[config.mk]
export PLATFORM = sky130hd
export DESIGN_NAME = wb_arbiter
export DESIGN_NICKNAME = d
export VERILOG_FILES = /design/src/rtl/wb_arbiter.sv
export SDC_FILE = /design/constraint.sdc
export NUM_CORES = 1
export LEC_CHECK = 0
export BUFFER_PORTS_ARGS = -buffer_cell sky130_fd_sc_hd__clkbuf_2
export CAP_MARGIN = 15
export CORE_MARGIN = 10
export CORE_UTILIZATION = 30
export CTS_CLUSTER_SIZE = 25
export DETAILED_ROUTE_END_ITERATION = 8
export PLACE_DENSITY = 0.59
export SLEW_MARGIN = 20
export SYNTH_ARGS = -nofsm -noshare
export SYNTH_HDL_FRONTEND = slang
export SYNTH_SLANG_ARGS = --single-unit
[constraint.sdc]
create_clock -name clock -period 2.7 [get_ports clock]
set_input_delay 0.54 -clock clock [delete_from_list [all_inputs] [get_ports clock]]
set_output_delay 0.54 -clock clock [all_outputs]
set_load 0.1 [all_outputs]
[src/rtl/wb_arbiter.sv]
`default_nettype none
// ============================================================================
// Module   : wb_arbiter
// Brief    : Write-back arbiter: multiplier results take priority, ALU results
//            bypass or wait in an in-order queue for a free write slot.
// Revision : 1.0
// ============================================================================
module wb_arbiter #(
    parameter int DEPTH = 4
) (
    input  logic        clock,
    input  logic        reset,
    input  logic        mul_wb_oper,
    input  logic        mul_wb_writereg,
    input  logic [4:0]  mul_wb_regdest,
    input  logic [31:0] mul_wb_wbvalue,
    input  logic        alu_wb_oper,
    input  logic        alu_wb_writereg,
    input  logic [4:0]  alu_wb_regdest,
    input  logic [31:0] alu_wb_wbvalue,
    output logic        wb_alu_stall,
    output logic        wb_rf_writereg,
    output logic [4:0]  wb_rf_regdest,
    output logic [31:0] wb_rf_wbvalue,
    output logic        wb_overflow
);

    localparam int          AW           = $clog2(DEPTH);
    localparam logic [AW:0] c_full_count = (AW + 1)'(DEPTH);

    logic [36:0]   r_mem [DEPTH];
    logic [AW-1:0] r_rd_ptr;
    logic [AW-1:0] r_wr_ptr;
    logic [AW:0]   r_count;
    logic          r_overflow;
    logic          r_rf_writereg;
    logic [4:0]    r_rf_regdest;
    logic [31:0]   r_rf_wbvalue;

    logic          w_mul_cand;
    logic          w_alu_cand;
    logic          w_empty;
    logic          w_full;
    logic          w_pop;
    logic          w_queue_path;
    logic          w_push;
    logic          w_drop;
    logic          w_sel_valid;
    logic [4:0]    w_sel_regdest;
    logic [31:0]   w_sel_wbvalue;
    logic [36:0]   w_head;

    // Register 0 is hardwired, so writes to it are never candidates.
    assign w_mul_cand = mul_wb_oper & mul_wb_writereg & (mul_wb_regdest != 5'd0);
    assign w_alu_cand = alu_wb_oper & alu_wb_writereg & (alu_wb_regdest != 5'd0);

    assign w_empty = (r_count == '0);
    assign w_full  = (r_count == c_full_count);
    assign w_head  = r_mem[r_rd_ptr];

    // The head drains only in slots the multiplier leaves free; an ALU result
    // must queue whenever it cannot be written next without overtaking.
    assign w_pop        = ~w_mul_cand & ~w_empty;
    assign w_queue_path = w_alu_cand & (w_mul_cand | ~w_empty);
    assign w_push       = w_queue_path & (~w_full | w_pop);
    assign w_drop       = w_queue_path & w_full & ~w_pop;

    always_comb begin
        w_sel_valid   = 1'b0;
        w_sel_regdest = r_rf_regdest;
        w_sel_wbvalue = r_rf_wbvalue;
        if (w_mul_cand) begin
            w_sel_valid   = 1'b1;
            w_sel_regdest = mul_wb_regdest;
            w_sel_wbvalue = mul_wb_wbvalue;
        end else if (!w_empty) begin
            w_sel_valid   = 1'b1;
            w_sel_regdest = w_head[36:32];
            w_sel_wbvalue = w_head[31:0];
        end else if (w_alu_cand) begin
            w_sel_valid   = 1'b1;
            w_sel_regdest = alu_wb_regdest;
            w_sel_wbvalue = alu_wb_wbvalue;
        end
    end

    always_ff @(posedge clock) begin
        if (w_push) begin
            r_mem[r_wr_ptr] <= {alu_wb_regdest, alu_wb_wbvalue};
        end
    end

    always_ff @(posedge clock) begin
        if (reset) begin
            r_rd_ptr      <= '0;
            r_wr_ptr      <= '0;
            r_count       <= '0;
            r_overflow    <= 1'b0;
            r_rf_writereg <= 1'b0;
            r_rf_regdest  <= 5'd0;
            r_rf_wbvalue  <= 32'd0;
        end else begin
            if (w_push) begin
                r_wr_ptr <= r_wr_ptr + AW'(1);
            end
            if (w_pop) begin
                r_rd_ptr <= r_rd_ptr + AW'(1);
            end
            unique case ({w_push, w_pop})
                2'b10:   r_count <= r_count + (AW + 1)'(1);
                2'b01:   r_count <= r_count - (AW + 1)'(1);
                default: r_count <= r_count;
            endcase
            if (w_drop) begin
                r_overflow <= 1'b1;
            end
            r_rf_writereg <= w_sel_valid;
            r_rf_regdest  <= w_sel_regdest;
            r_rf_wbvalue  <= w_sel_wbvalue;
        end
    end

    assign wb_alu_stall   = w_full;
    assign wb_rf_writereg = r_rf_writereg;
    assign wb_rf_regdest  = r_rf_regdest;
    assign wb_rf_wbvalue  = r_rf_wbvalue;
    assign wb_overflow    = r_overflow;

endmodule
`default_nettype wire

# After elaboration in Yosys (flattened, before gate mapping)
# Memory sizes are Yosys's and may differ from the RTL's. A register that Yosys moved wholly into a read port is not among the register bits.
# Index checks and enable logic that the tools add are counted.
# Widths: inputs -> output; s select.
# classes
n_div,0
multipliers,0
order_cmp,0
mux,14
n_eq_ne,4
n_reduce_logical,4
n_bitwise,15
shift,0
add_sub_neg,4
# ops
operator,n
$mux 32,3
$mux 5,3
$reduce_bool 5->1,2
$and 1x1->1,9
$pmux 3 s2,1
$mux 1,5
$add 2x1->2 const B,2
$mux 2,2
$not 1->1,4
$add 3x1->3 const B,1
$eq 3x3->1 const B,1
$logic_not 3->1,1
$ne 3x3->1 const B,1
$sub 3x1->3 const B,1
$eq 2x1->1 const B,1
$eq 2x2->1 const B,1
$or 1x1->1,2
$reduce_bool 2->1,1
# totals
regBits,46
mem_bits_ro,0
output_inout_bits,40
latch_bits,0
ramBits,148
mem_count,1
# memory_table
name,depth,word_bits,rd,rd_ports_with_merged_regs,write_ports,line,rtl
r_mem,4,37,1,1,1,31,logic [36:0] r_mem [DEPTH];

# Longest topological paths before layout
# depth
word_depth,8
depth_mapped,8
ltp_nobuf,7

# Worst setup path before layout
# Ideal clock, no wire load.
# synth_path
path_type,flip-flop to flip-flop
from,register r_count[2]
to,memory r_mem[0][0] (enable)
path_buffers,0
setup_slack_ps,-1685
t_arrival_ps,3956
stages_incl_launch_ff,4
required_time_ps,2271
path_cell_list,dfxtp_1 > nor3b_1 > a211oi_2 > and2_1
# synth_between
elab_cells_between_ends,11
# synth_rtl
element,line,rtl
start: declaration,34,logic [AW:0] r_count;
start signal: assignment,110,2'b10: r_count <= r_count + (AW + 1)'(1);
start signal: assignment,111,2'b01: r_count <= r_count - (AW + 1)'(1);
start signal: assignment,112,default: r_count <= r_count;
$eq 3x3->1,58,assign w_full = (r_count == c_full_count);
via wb_alu_stall,21,"output logic wb_alu_stall,"
$not 1->1,65,assign w_push = w_queue_path & (~w_full | w_pop);
$or 1x1->1,65,
$and 1x1->1,65,
$mux 1,88,if (w_push) begin
$mux 1 (not written as such),89,"r_mem[r_wr_ptr] <= {alu_wb_regdest, alu_wb_wbvalue};"
end: declaration,31,
# The timed path passes the listed nets, and every way through them passes these cells.

# Final worst setup path
# layout_path
from,register r_count[2]
to,output wb_alu_stall
# layout_between
elab_chain_cells,1
# layout_rtl
element,line
$eq 3x3->1,58
end: declaration,21
# No other way between the ends.

==> Flow_metrics.wiki <==
{| class="wikitable"
! Metric !! Value
|-
| Highest attainable clock frequency || 444 MHz
|-
| Share of the clock period used by the worst path after layout || 0.834
|-
| Sequential element share of the synthesized area || 0.690
|-
| Setup ws final || 448 ps
|-
| Dominant synthesized flop cell || sky130_fd_sc_hd__edfxtp_1
|-
| Count of hold buffers inserted by post-cts repair || 0
|-
| Number of antenna violations at the first check in global routing || 1
|-
| Hold Vio Cnt, Final || 0
|-
| Max capacitance violation total || 0
|-
| Cells taking the most area after synthesis || sky130_fd_sc_hd__edfxtp_1, sky130_fd_sc_hd__dfxtp_1, sky130_fd_sc_hd__mux4_2
|-
| Post-DR wirelength/cell || around 20 um
|-
| Maximum fanout count along the critical path || 7
|-
| Area of the mapped netlist || approximately 0.0078 mm2
|-
| Crit path launch type || register
|-
| Setup repair after global routing missed its margin || no
|-
| Final RePlAce weighted congestion || 0.782
|-
| Transition at the pin with the smallest max-transition slack || 682 ps
|-
| Portion of synthesized cell area occupied by the leading cell type || 0.567
|-
| Antenna-violating nets left || 0
|-
| Maximum number of pins on one net before global-route repair || 34
|-
| I/O Pins || 120
|-
| Wire length of the first global-routing pass || 30800 um
|-
| Synth cell count leaders || sky130_fd_sc_hd__edfxtp_1, sky130_fd_sc_hd__a21oi_1, sky130_fd_sc_hd__dfxtp_1, sky130_fd_sc_hd__nor2_1, sky130_fd_sc_hd__mux4_2
|-
| CTS root buf || sky130_fd_sc_hd__clkbuf_16
|-
| Post-Syn Nets || approximately 590
|-
| Diode count || 0
|-
| Core Rows || between 50 and 60
|-
| Number of buffers inserted to repair setup after CTS || 0
|-
| Initial Utilization || 0.303
|-
| Setup slack after placement || between 200 and 250 ps
|-
| Reg clk slew, reported paths || roughly 70 ps
|-
| Result of the run || complete, no violations
|-
| Cell chain of the critical path || nor3b_4, clkbuf_2
|-
| Clock sink count || 196
|-
| Final worst clock skew || around 14 ps
|-
| EDFF count, synth || about 150
|-
| Number of instances in the synthesized netlist || just over 500
|-
| DIE AREA || 0.0330 mm2
|-
| Final wirelength || approximately 20000 um
|-
| Number of vias in the routed layout || 4845
|-
| TritonCTS clock tree || done
|-
| Type of the worst min-delay path || input port to register
|-
| Max Root-Sink Buffers || 2
|-
| Min Tclk post-route || 2250 ps
|-
| Arrival time of data at the critical path endpoint || 1710 ps
|-
| Post-DP HPWL || 13100 um
|-
| Most common cell in the synthesized netlist || sky130_fd_sc_hd__edfxtp_1
|-
| Number of synthesized register bits || between 150 and 200
|-
| Starting DRC count in detailed routing || approximately 300
|-
| Number of H-tree levels || 4
|-
| Drt pass-1 iters || 4
|-
| DRC violation count after routing || 0
|-
| Number of clock buffers inserted by TritonCTS || 17
|-
| VDD IR max || around 0.78 mV
|-
| Aggregate negative setup slack || 0 ps
|-
| Critical-path top delay cell || sky130_fd_sc_hd__clkbuf_2
|-
| Vias in the first global route || between 5000 and 6000
|-
| Ratio of total power to cell area || 1160 mW/mm2
|-
| All-layer global routing usage || 0.120
|-
| Largest delay share family, worst path || buffers and inverters
|-
| Critical Path End Type || primary output
|-
| Startpoint-to-endpoint class of the critical path || register to primary output
|-
| Endpoints failing setup || 0
|-
| WP buf/inv || 1
|-
| Total number of nets in the final design || slightly above 700
|-
| Avg Inst Size Synth || approximately 15 um2
|-
| Total gr overflow || 0
|-
| Die X || approximately 180 um
|-
| Max_slew headroom || 0.544
|-
| Library cell with the largest summed area after synthesis || sky130_fd_sc_hd__edfxtp_1
|-
| Number of different library cells in the post-synthesis netlist || 46
|-
| Die height || between 150 and 200 um
|-
| Ys async rst share || 0
|-
| Insertion delay of the later-clocked pin in the worst-skew pair || 430 ps
|-
| Average vias per placed instance || between 4 and 5
|-
| PostCTS Resize Cnt || 0
|-
| Pins Over Slew Limit || 0
|-
| Leakage || 3.46 nW
|-
| Share of cells above drive strength 1 || 0.353
|-
| Count of warnings emitted by yosys || 0
|-
| Core Box Area || roughly 0.026 mm2
|-
| Required @ worst endpoint || 2160 ps
|-
| Largest incremental delay on the critical path || a little over 500 ps
|-
| Count of buffers from port buffering || approximately 120
|-
| Area Growth Syn to Fin || 23.1%
|}
==> layer usage <==
layer	up-vias	share of wire	global-route usage
met4	2	0.0053	0.0225
met2	152	0.47	0.185
li1	2245	-	-
met5	-	0.00066	0
met1	2434	0.46	0.161
met3	12	0.069	0.0417
==> flip-flops by register name (all words and copies together) (netlist names), named ones only <==
register and flops:
r_count 3, wb_rf_regdest 5, wb_rf_wbvalue 32, r_mem 148, r_rd_ptr 2, wb_rf_writereg 1, wb_overflow 1, r_wr_ptr 2
==> placed cells by master (no fill, tap or decap), types with 3 or more instances in the layout <==
cell type / instances
sky130_fd_sc_hd__nor2_1: 46
sky130_fd_sc_hd__mux4_2: 37
sky130_fd_sc_hd__and2_2: 4
sky130_fd_sc_hd__nand2b_1: 5
sky130_fd_sc_hd__a22o_1: 31
sky130_fd_sc_hd__ha_1: 4
sky130_fd_sc_hd__dfxtp_1: 46
sky130_fd_sc_hd__buf_12: 6
sky130_fd_sc_hd__a311oi_1: 5
sky130_fd_sc_hd__inv_1: 6
sky130_fd_sc_hd__buf_4: 18
sky130_fd_sc_hd__a21oi_1: 63
sky130_fd_sc_hd__edfxtp_1: 148
sky130_fd_sc_hd__clkinv_2: 3
sky130_fd_sc_hd__o21ai_0: 5
sky130_fd_sc_hd__nor3_1: 4
sky130_fd_sc_hd__nand2_1: 36
sky130_fd_sc_hd__inv_6: 4
sky130_fd_sc_hd__clkbuf_16: 17
sky130_fd_sc_hd__bufinv_16: 3
sky130_fd_sc_hd__clkbuf_2: 119
sky130_fd_sc_hd__xnor2_1: 4
==> per-stage QoR <==
stage	hold slack, ps	instances	util	cell area (um2)	power [mW]
3_5_place_dp	467	956	0.348	9000	8.55
3_3_place_gp	458	956	0.348	9000	8.54
6_report	356	989	0.373	9650	11.2
2_1_floorplan	490	508	-	7860	7.46
5_1_grt	334	989	0.373	9650	11.7
4_1_cts	333	988	0.371	9630	11.2
==> logic make-up (layout without fill, tap and decap cells) <==
family,Yosys count,count (layout),share of synthesized area
buffers and inverters,36,182,0.0225
adders and majority gates,5,5,0.00894
and+or+nand+nor,109,109,0.0640
AOI/OAI and AO/OA,119,119,0.101
muxes,39,39,0.109
xor gates and xnor gates,4,4,0.00447
DFF,196,196,0.690
==> where the power goes <==
| group | internal (mW) | switching [mW] |
|---|---|---|
| logic | 1.22 | 3.37 |
| registers | 3.65 | 0.239 |
| clock network | 1.53 | 1.15 |
| total | 6.40 | 4.76 |
==> layout make-up <==
class / instances / area, um2
multi-input cells: 276 / 2300
clock buffers: 19 / 453
flip-flops and latches: 196 / 5410
fillers: 2463 / 16300
repair buffers: 144 / 878
well taps: 335 / 419
clock inverters: 13 / 168
inverters: 6 / 22.5
==> worst paths after layout <==
kind | cells past startpoint | endpoint | startpoint | slack, ps
setup / recovery | 2 | wb_alu_stall | r_count[2]$_SDFFE_PP0P_ | 450
hold / removal | 1 | r_mem[1][24]$_DFFE_PP_ | alu_wb_wbvalue[24] | 360
setup reg to reg | 5 | r_mem[3][22]$_DFFE_PP_ | r_count[0]$_SDFFE_PP0P_ | 590
hold reg to reg | 1 | wb_rf_wbvalue[28]$_SDFFE_PP0P_ | wb_rf_wbvalue[28]$_SDFFE_PP0P_ | 480
(Power assumes the default switching activity.)
